`src/rtl/bus_pkg.sv`:
```
// Shared definitions for the CPU memory bus: DMA state encoding and decoded address constants.
package bus_pkg;

  typedef enum logic [1:0] {IDLE, START, XFER} dma_state_t;

  localparam logic [15:0] HRAM_BASE = 16'hFF80;
  localparam logic [15:0] HRAM_END  = 16'hFFFE;
  localparam logic [15:0] DMA_REG   = 16'hFF46;
  localparam logic [15:0] OAM_BASE  = 16'hFE00;

  // Sources in the echo region E0-FF fold back onto C0-DF.
  function automatic logic [7:0] src_eff(input logic [7:0] src);
    return (src >= 8'hE0) ? src - 8'h20 : src;
  endfunction

endpackage

```
`src/rtl/hram.sv`:
```
// 127x8 high RAM: registered write, combinational read, contents not reset.
module hram (
  input  logic       clk,
  input  logic       i_we,
  input  logic [6:0] i_addr,
  input  logic [7:0] i_wdata,
  output logic [7:0] o_rdata
);

  logic [7:0] r_mem [0:126];

  always_ff @(posedge clk) begin
    if (i_we) r_mem[i_addr] <= i_wdata;
  end

  assign o_rdata = r_mem[i_addr];

endmodule

```
`src/rtl/mem_bus_dma.sv`:
```
// CPU bus front end: internal HRAM, external memory forwarding and optional OAM DMA engine.
// OAM DMA (FF46 register, FSM, OAM write port) is built only when OAM_DMA_EN is defined.
module mem_bus_dma
  import bus_pkg::*;
#(
  parameter int DMA_LEN         = 160,
  parameter int DMA_START_DELAY = 1
) (
  input  logic        clk,
  input  logic        rst,
  input  logic        cpu_rd_en,
  input  logic        cpu_wr_en,
  input  logic [15:0] cpu_addr,
  input  logic [7:0]  cpu_wdata,
  output logic [7:0]  cpu_rdata,
  output logic        ext_rd_en,
  output logic        ext_wr_en,
  output logic [15:0] ext_addr,
  output logic [7:0]  ext_wdata,
  input  logic [7:0]  ext_rdata,
  output logic        oam_we,
  output logic [7:0]  oam_addr,
  output logic [7:0]  oam_wdata,
  output logic        dma_active
);

  logic        w_is_hram;
  logic        w_is_dma;
  logic        w_internal;
  logic        w_xfer;
  logic [7:0]  w_hram_rdata;
  logic [7:0]  w_dma_rdata;
  logic [15:0] w_xfer_addr;

  assign w_is_hram  = (cpu_addr >= HRAM_BASE) && (cpu_addr <= HRAM_END);
  assign w_internal = w_is_hram || w_is_dma;

  // HRAM base is 128-aligned, so the low 7 address bits index it directly.
  hram u_hram (
    .clk     (clk),
    .i_we    (cpu_wr_en && w_is_hram),
    .i_addr  (cpu_addr[6:0]),
    .i_wdata (cpu_wdata),
    .o_rdata (w_hram_rdata)
  );

`ifdef OAM_DMA_EN
  localparam logic [7:0] LAST_IDX   = 8'(DMA_LEN - 1);
  localparam logic [7:0] START_LAST = 8'(DMA_START_DELAY - 1);

  dma_state_t r_state;
  logic [7:0] r_idx;
  logic [7:0] r_cnt;
  logic [7:0] r_src;
  logic       w_dma_wr;

  assign w_is_dma = (cpu_addr == DMA_REG);
  assign w_dma_wr = cpu_wr_en && w_is_dma;

  // A register write restarts from any state, taking priority over the XFER exit.
  always_ff @(posedge clk) begin
    if (rst) begin
      r_state <= IDLE;
      r_idx   <= '0;
      r_cnt   <= '0;
      r_src   <= '0;
    end else if (w_dma_wr) begin
      r_state <= START;
      r_src   <= cpu_wdata;
      r_idx   <= '0;
      r_cnt   <= START_LAST;
    end else begin
      case (r_state)
        START: begin
          if (r_cnt == '0) r_state <= XFER;
          else             r_cnt   <= r_cnt - 8'd1;
        end
        XFER: begin
          if (r_idx == LAST_IDX) begin
            r_state <= IDLE;
            r_idx   <= '0;
          end else begin
            r_idx <= r_idx + 8'd1;
          end
        end
        default: ;
      endcase
    end
  end

  assign w_xfer      = (r_state == XFER) && !rst;
  assign w_dma_rdata = r_src;
  assign w_xfer_addr = {src_eff(r_src), r_idx};
  assign dma_active  = w_xfer;
  assign oam_we      = w_xfer;
  assign oam_addr    = r_idx;
  assign oam_wdata   = ext_rdata;
`else
  logic w_unused;

  assign w_unused    = (DMA_LEN + DMA_START_DELAY) != 0;
  assign w_is_dma    = 1'b0;
  assign w_xfer      = 1'b0;
  assign w_dma_rdata = 8'hFF;
  assign w_xfer_addr = '0;
  assign dma_active  = 1'b0;
  assign oam_we      = 1'b0;
  assign oam_addr    = '0;
  assign oam_wdata   = '0;
`endif

  always_comb begin
    ext_addr  = cpu_addr;
    ext_wdata = cpu_wdata;
    ext_rd_en = 1'b0;
    ext_wr_en = 1'b0;
    if (!rst) begin
      if (w_xfer) begin
        ext_addr  = w_xfer_addr;
        ext_rd_en = 1'b1;
      end else if (!w_internal) begin
        ext_rd_en = cpu_rd_en;
        ext_wr_en = cpu_wr_en;
      end
    end
  end

  // During XFER only HRAM stays visible to the CPU.
  always_comb begin
    cpu_rdata = 8'hFF;
    if (!rst && cpu_rd_en) begin
      if (w_is_hram)    cpu_rdata = w_hram_rdata;
      else if (!w_xfer) cpu_rdata = w_is_dma ? w_dma_rdata : ext_rdata;
    end
  end

endmodule

```
`config.mk`:
```
export PLATFORM = sky130hd
export DESIGN_NAME = mem_bus_dma
export DESIGN_NICKNAME = d
export VERILOG_FILES = /design/src/rtl/bus_pkg.sv /design/src/rtl/hram.sv /design/src/rtl/mem_bus_dma.sv
export SDC_FILE = /design/constraint.sdc
export NUM_CORES = 1
export LEC_CHECK = 0
export ABC_AREA = 1
export BUFFER_PORTS_ARGS = -buffer_cell sky130_fd_sc_hd__buf_2
export CORE_MARGIN = 8
export CORE_UTILIZATION = 35
export CTS_BUF_LIST = sky130_fd_sc_hd__clkbuf_4 sky130_fd_sc_hd__clkbuf_8
export CTS_CLUSTER_SIZE = 8
export DETAILED_ROUTE_END_ITERATION = 6
export SYNTH_ARGS = -nofsm -noshare
export SYNTH_HDL_FRONTEND = slang
export SYNTH_SLANG_ARGS = --single-unit
```
`constraint.sdc`:
```
create_clock -name clk -period 3.8 [get_ports clk]
set_input_delay 0.76 -clock clk [delete_from_list [all_inputs] [get_ports clk]]
set_output_delay 0.76 -clock clk [all_outputs]
set_load 0.02 [all_outputs]
```
==> flow_summary.ini, run 1 <==
[run_status]
status = complete, no violations

[finish]
fillers = 11800
top_register = u_hram.r_mem
largest_reg_flops = 1016
final_cells = 6296
area_growth_pct = 16.5
final_cell_area_um2 = 50700
fin_nets = 4575
top_regs = u_hram.r_mem: 1016 flops
drive_gt1_share_pct = 13.9

[floorplanning]
rows = 129
dieArea_um2 = 136000
core-area_um2 = 123000
die_w_um = 369
ioPinCount = 88
initial_utilization_pct = 35.2
die_y_um = 369

[min_path]
min_path_type = in -> reg

[sta]
hold_viol = 0
fin_crit_ns = 3.73
setup_violations = 0
relSlewSlack_pct = 51.3
layout_setup_ws_ns = 0.0703
fmax_ghz = 0.268
worstMarginPinSlew_ns = 0.730
period_share_pct = 98.2
holdWs_ns = 0.477
rsz0062_at_grt = yes
drv_slew = 0

[global_route]
grt_antenna_before_repair = 3
overflow = 0
grt_pass1_vias = 29400
grt_max_degree = 128
grt_pass1_wl_mm = 179
grt_usage_pct = 17.0

[place]
numPortBuffers = 69
place_inst = 5996
gp_congestion = 0.864
pre_cts_ws_ns = 0.0298
dpl_cell_area_um2 = 47200
dp_hpwl_mm = 72.5

[setup_path]
worstSetupPathType = in -> out
slowest_stage = o21ai_1
max_stage_delay_ns = 0.23
cp.arrival_ns = 2.97
start_kind = input pin
required_ns = 3.04
cpMostUsedCell = nand2_1
worst-path-buf-inv = 7
cp_cell_sequence = clkbuf_8 -> clkinv_8 -> buf_12 -> buf_4 -> nand2_1 -> nand2_1 -> nand2_1 -> nand2_1 -> nand2_1 -> nand2_1 -> o21ai_1 -> buf_4 -> nand3_1 -> nor2_1 -> buf_4 -> nor2_1 -> buf_2
critPathTopFamily = buffers and inverters
path_max_fanout = 26
worst_setup_path_end_kind = output pin

[detailed_routing]
top_layer = met4
met3_length_mm = 9.44
drtIter0Drc = 2621
firstDrtPassIters = 5
drt.antenna.violating_nets = 0
via_per_inst = 4.79
routed_wl_mm = 120
drcViolationCount = 0
post_drt_wl_per_cell_um = 19.0
route.met2.wl_mm = 54.6
vias = 30200
wl_met1_mm = 52.9

[yosys]
synthXorXnorAreaFrac_pct = 0
syn-instance-count = 4235
synth-seq-cells = 1016
ys_warn_count = 0
synth-compound-area-share_pct = 1.86
synth_area_um2 = 43500
ys_seq_area_share_pct = 70.1
yosys.area_share.simple_pct = 24.2
synthMuxAreaShare_pct = 0
ys_types = 30
synth_top_family_by_area = simple AND/OR/NAND/NOR gates
avgSynthCellArea_um2 = 10.3
synth_fa_ha_area_share_pct = 0

[cts]
clk_pin_slew_ns = 0.06
cts_buffer_depth = 3
h-tree-depth = 4
cts_made_buffers = 168
cts-root-buf = clkbuf_8
clock-sinks = 1016
cts_hold_buf = 0
tritoncts = built

[power_and_ir_drop]
vdd_drop_max_uv = 294
leakage_nw = 20.9
power_density_nw_per_um2 = 455
total_power_mw = 23.0

[flow_run]
cap_viol_max_count = 0
-- cell families after synthesis --
family | after synthesis
buf+inv | 296
flops | 1016
other cells | 1
simple gates | 2768
compound gates | 154
-- per-layer routing --
| metal | global-route usage [%] | vias to the layer above |
|---|---|---|
| met5 | 0 | - |
| li1 | - | 14400 |
| met2 | 26.8 | 1136 |
| met4 | 5.39 | 0 |
| met3 | 3.50 | 183 |
| met1 | 23.4 | 14500 |
-- cell usage after synthesis, drive strengths merged --
| cell | instances | area [um2] |
|---|---|---|
| a21oi | 56 | 280 |
| nand2 | 2521 | 9530 |
| nor2 | 219 | 851 |
| o21ai | 80 | 400 |
| edfxtp | 1016 | 30500 |
| nand3 | 13 | 65.1 |
| nand4 | 9 | 56.3 |
| nor3 | 3 | 20.0 |
| o21a | 1 | 8.76 |
| a21boi | 2 | 15.0 |
| inv | 42 | 158 |
| conb | 1 | 3.75 |
| a22oi | 1 | 7.51 |
| buf | 221 | 1370 |
| or2 | 3 | 18.8 |
| o22ai | 5 | 31.3 |
| o211ai | 9 | 67.6 |
| clkbuf | 33 | 124 |
-- worst paths after layout --
kind | start | endpoint | slack [ns] | depth (start not counted)
min | cpu_wdata[2] | u_hram.r_mem[101][2] | 0.48 | 1
max | cpu_addr[1] | cpu_rdata[4] | 0.07 | 17
-- cell type report --
type / count / area [um2] / area share [%]
flip-flops and latches: 1016 / 30500 / 60.2
multi-input cells: 2940 / 11500 / 22.6
repair buffers: 370 / 3320 / 6.56
clock buffers: 226 / 2770 / 5.46
well taps: 1637 / 2050 / 4.04
clock inverters: 61 / 353 / 0.696
inverters: 42 / 199 / 0.392
repair inverters: 1 / 11.3 / 0.0222
diodes: 3 / 7.51 / 0.0148
-- through the flow --
stage | TNS, ns | utilization, %
CTS | 0 | 40.8
floorplan | 0 | -
global route | -0.0129 | 41.1
finish | 0 | 41.1
global placement | 0 | 38.3
detailed placement | 0 | 38.3
-- layout by cell type (no fill, tap or decap), types with 18 or more instances in the layout --
cell type / netlist / final
inv_1: 37 / 37
edfxtp_1: 1016 / 1016
nor2_1: 215 / 211
a21oi_1: 56 / 56
clkbuf_8: 0 / 172
clkbuf_4: 0 / 55
buf_4: 86 / 262
o21ai_0: 54 / 48
buf_2: 122 / 58
nand2_1: 2511 / 2510
buf_12: 0 / 33
clkinv_1: 0 / 43
o21ai_1: 26 / 26
conb_1: 1 / 18
-- what timing repair did --
action | in CTS | in global routing
setup buffers | 0 | 3
pin swaps | 0 | 3
hold endpoints to repair | 0 | 0
cloned | 0 | 7
endpoints found under the setup margin | 1 | 8
resized for setup | 1 | 33
-- where the power goes --
part / switching, mW / internal, mW
clock network: 4.37 / 4.74
registers: 0.0000391 / 12.3
logic: 1.15 / 0.457
total: 5.52 / 17.5
Note: power is estimated with default switching activity, not from simulation.
==> run 2, diff against run 1 <==
--- a/config.mk
+++ b/config.mk
@@ -13,4 +13,5 @@
 export CTS_CLUSTER_SIZE = 8
 export DETAILED_ROUTE_END_ITERATION = 6
+export HOLD_SLACK_MARGIN = 0.03
 export SYNTH_ARGS = -nofsm -noshare
 export SYNTH_HDL_FRONTEND = slang
==> constraint.sdc (replaced) <==
create_clock -name clk -period 3.8 [get_ports clk]
set_input_delay 0 -clock clk [delete_from_list [all_inputs] [get_ports clk]]
set_output_delay 0 -clock clk [all_outputs]
set_load 0.02 [all_outputs]
==> run 2 against run 1 <==
  * Fmax is 15% higher
  * Count of clock-buffer cells in the layout increased by 14
  * Flip-flop and latch count did not move
  * First-iteration DRC count rose by 11%
  * Cell count is 3.1% lower
  * Critical path type is now reg -> out
  * Critical endpoint is now cpu_rdata[7]
  * Largest cell class unchanged
==> flow_summary.ini, run 2 (synthesis gave the netlist of run 1 again) <==
[global_route]
overflow = 0
grt_max_degree = 150
grt_pass1_vias = 29000
grt_usage_pct = 16.7
grt_antenna_before_repair = 3
grt_pass1_wl_mm = 176

[place]
dp_hpwl_mm = 67.4
numPortBuffers = 69
gp_congestion = 0.860
dpl_cell_area_um2 = 45400
pre_cts_ws_ns = 0.855

[power_and_ir_drop]
leakage_nw = 19.7
vdd_drop_max_uv = 353
power_density_nw_per_um2 = 473

[detailed_routing]
firstDrtPassIters = 5
drtIter0Drc = 2912
drt.antenna.violating_nets = 0
vias = 29500
via_per_inst = 4.84
drcViolationCount = 0
routed_wl_mm = 117
post_drt_wl_per_cell_um = 19.2
wl_met1_mm = 51.2
met3_length_mm = 9.61
route.met2.wl_mm = 53.7
top_layer = met4

[sta]
layout_setup_ws_ns = 0.551
fmax_ghz = 0.308
setup_violations = 0
relSlewSlack_pct = 22.9
drv_slew = 0
fin_crit_ns = 3.25
rsz0062_at_grt = no
worstMarginPinSlew_ns = 1.15
period_share_pct = 85.5
hold_viol = 0
tns_ns = 0

[setup_path]
worstSetupPathType = reg -> out
path_max_fanout = 1
worst_setup_path_end_kind = output pin
start_kind = register
cp.arrival_ns = 3.25
required_ns = 3.80

[min_path]
min_path_type = in -> reg

[floorplanning]
rows = 129
core-area_um2 = 123000
ioPinCount = 88
die_y_um = 369
die_w_um = 369
dieArea_um2 = 136000
initial_utilization_pct = 35.2

[cts]
tritoncts = built
clk_pin_slew_ns = 0.06
cts_buffer_depth = 3
h-tree-depth = 4
clock-sinks = 1016
cts_made_buffers = 167
cts-root-buf = clkbuf_8
post_cts_resized = 0

[finish]
fin_nets = 4368
final_cell_area_um2 = 48700
top_regs = u_hram.r_mem: 1016 flops
final_common_cell = nand2_1
top_register = u_hram.r_mem
area_growth_pct = 11.9
largest_reg_flops = 1016
drive_gt1_share_pct = 9.91
final_cell_mix = 2511 x nand2_1, 1016 x edfxtp_1, 212 x nor2_1, 171 x clkbuf_8, 82 x buf_4

[run_status]
status = complete, no violations

[flow_run]
cap_viol_max_count = 0
[run 2: worst max-delay path, cell delays in order (launching register included)]
cell,delay (ns)
edfxtp_1,0.37
nand2_1,0.08
nand2_1,0.07
nand2_1,0.07
nand2_1,0.06
nand2_1,0.07
nand2_1,0.07
nand2_1,0.06
nand2_1,0.09
o21ai_0,0.56
nand3_1,0.26
nor2_1,0.42
nor2_1,0.07
buf_2,0.17
[run 2: worst paths after layout]
path	depth (start not counted)	slack, ns	to	start
setup / recovery	13	0.55	cpu_rdata[7]	u_hram.r_mem[85][7]
hold / removal	4	0.23	u_hram.r_mem[78][6]	cpu_addr[4]
[run 2: per-stage QoR]
stage / cells / hold slack (ns) / total power, mW / util, %
floorplan: 4252 / 0.0551 / 13.4 / -
global placement: 5792 / 0.237 / 14.0 / 36.8
detailed placement: 5792 / 0.238 / 14.0 / 36.8
CTS: 6099 / 0.152 / 23.2 / 39.4
global route: 6101 / 0.244 / 23.8 / 39.4
finish: 6103 / 0.235 / 23.0 / 39.4
[run 2: what timing repair did]
item	CTS	global route
hold buffers	8	0
hold endpoints to repair	500	0
buffers inserted	0	0
[run 2: routing by layer]
layer	vias to the layer above	global-route usage, %
li1	14000	-
met5	-	0
met3	196	3.54
met4	0	5.22
met2	1219	26.6
met1	14100	23.0
[run 2: final cells by class]
| class | instances | area (um2) |
|---|---|---|
| sequential | 1016 | 30500 |
| antenna | 4 | 10.0 |
| tap | 1637 | 2050 |
| fill | 12000 | 74800 |
| multi-input combinational | 2940 | 11400 |
| clock buffer | 240 | 2870 |
| timing repair buffer | 165 | 1320 |
| clock inverter | 59 | 337 |
| inverter | 42 | 175 |
[run 2: where the power goes]
group          switching [mW]  internal [mW]
sequential          0.0000387           12.3
combinational            1.10          0.332
clock                    4.33           4.92
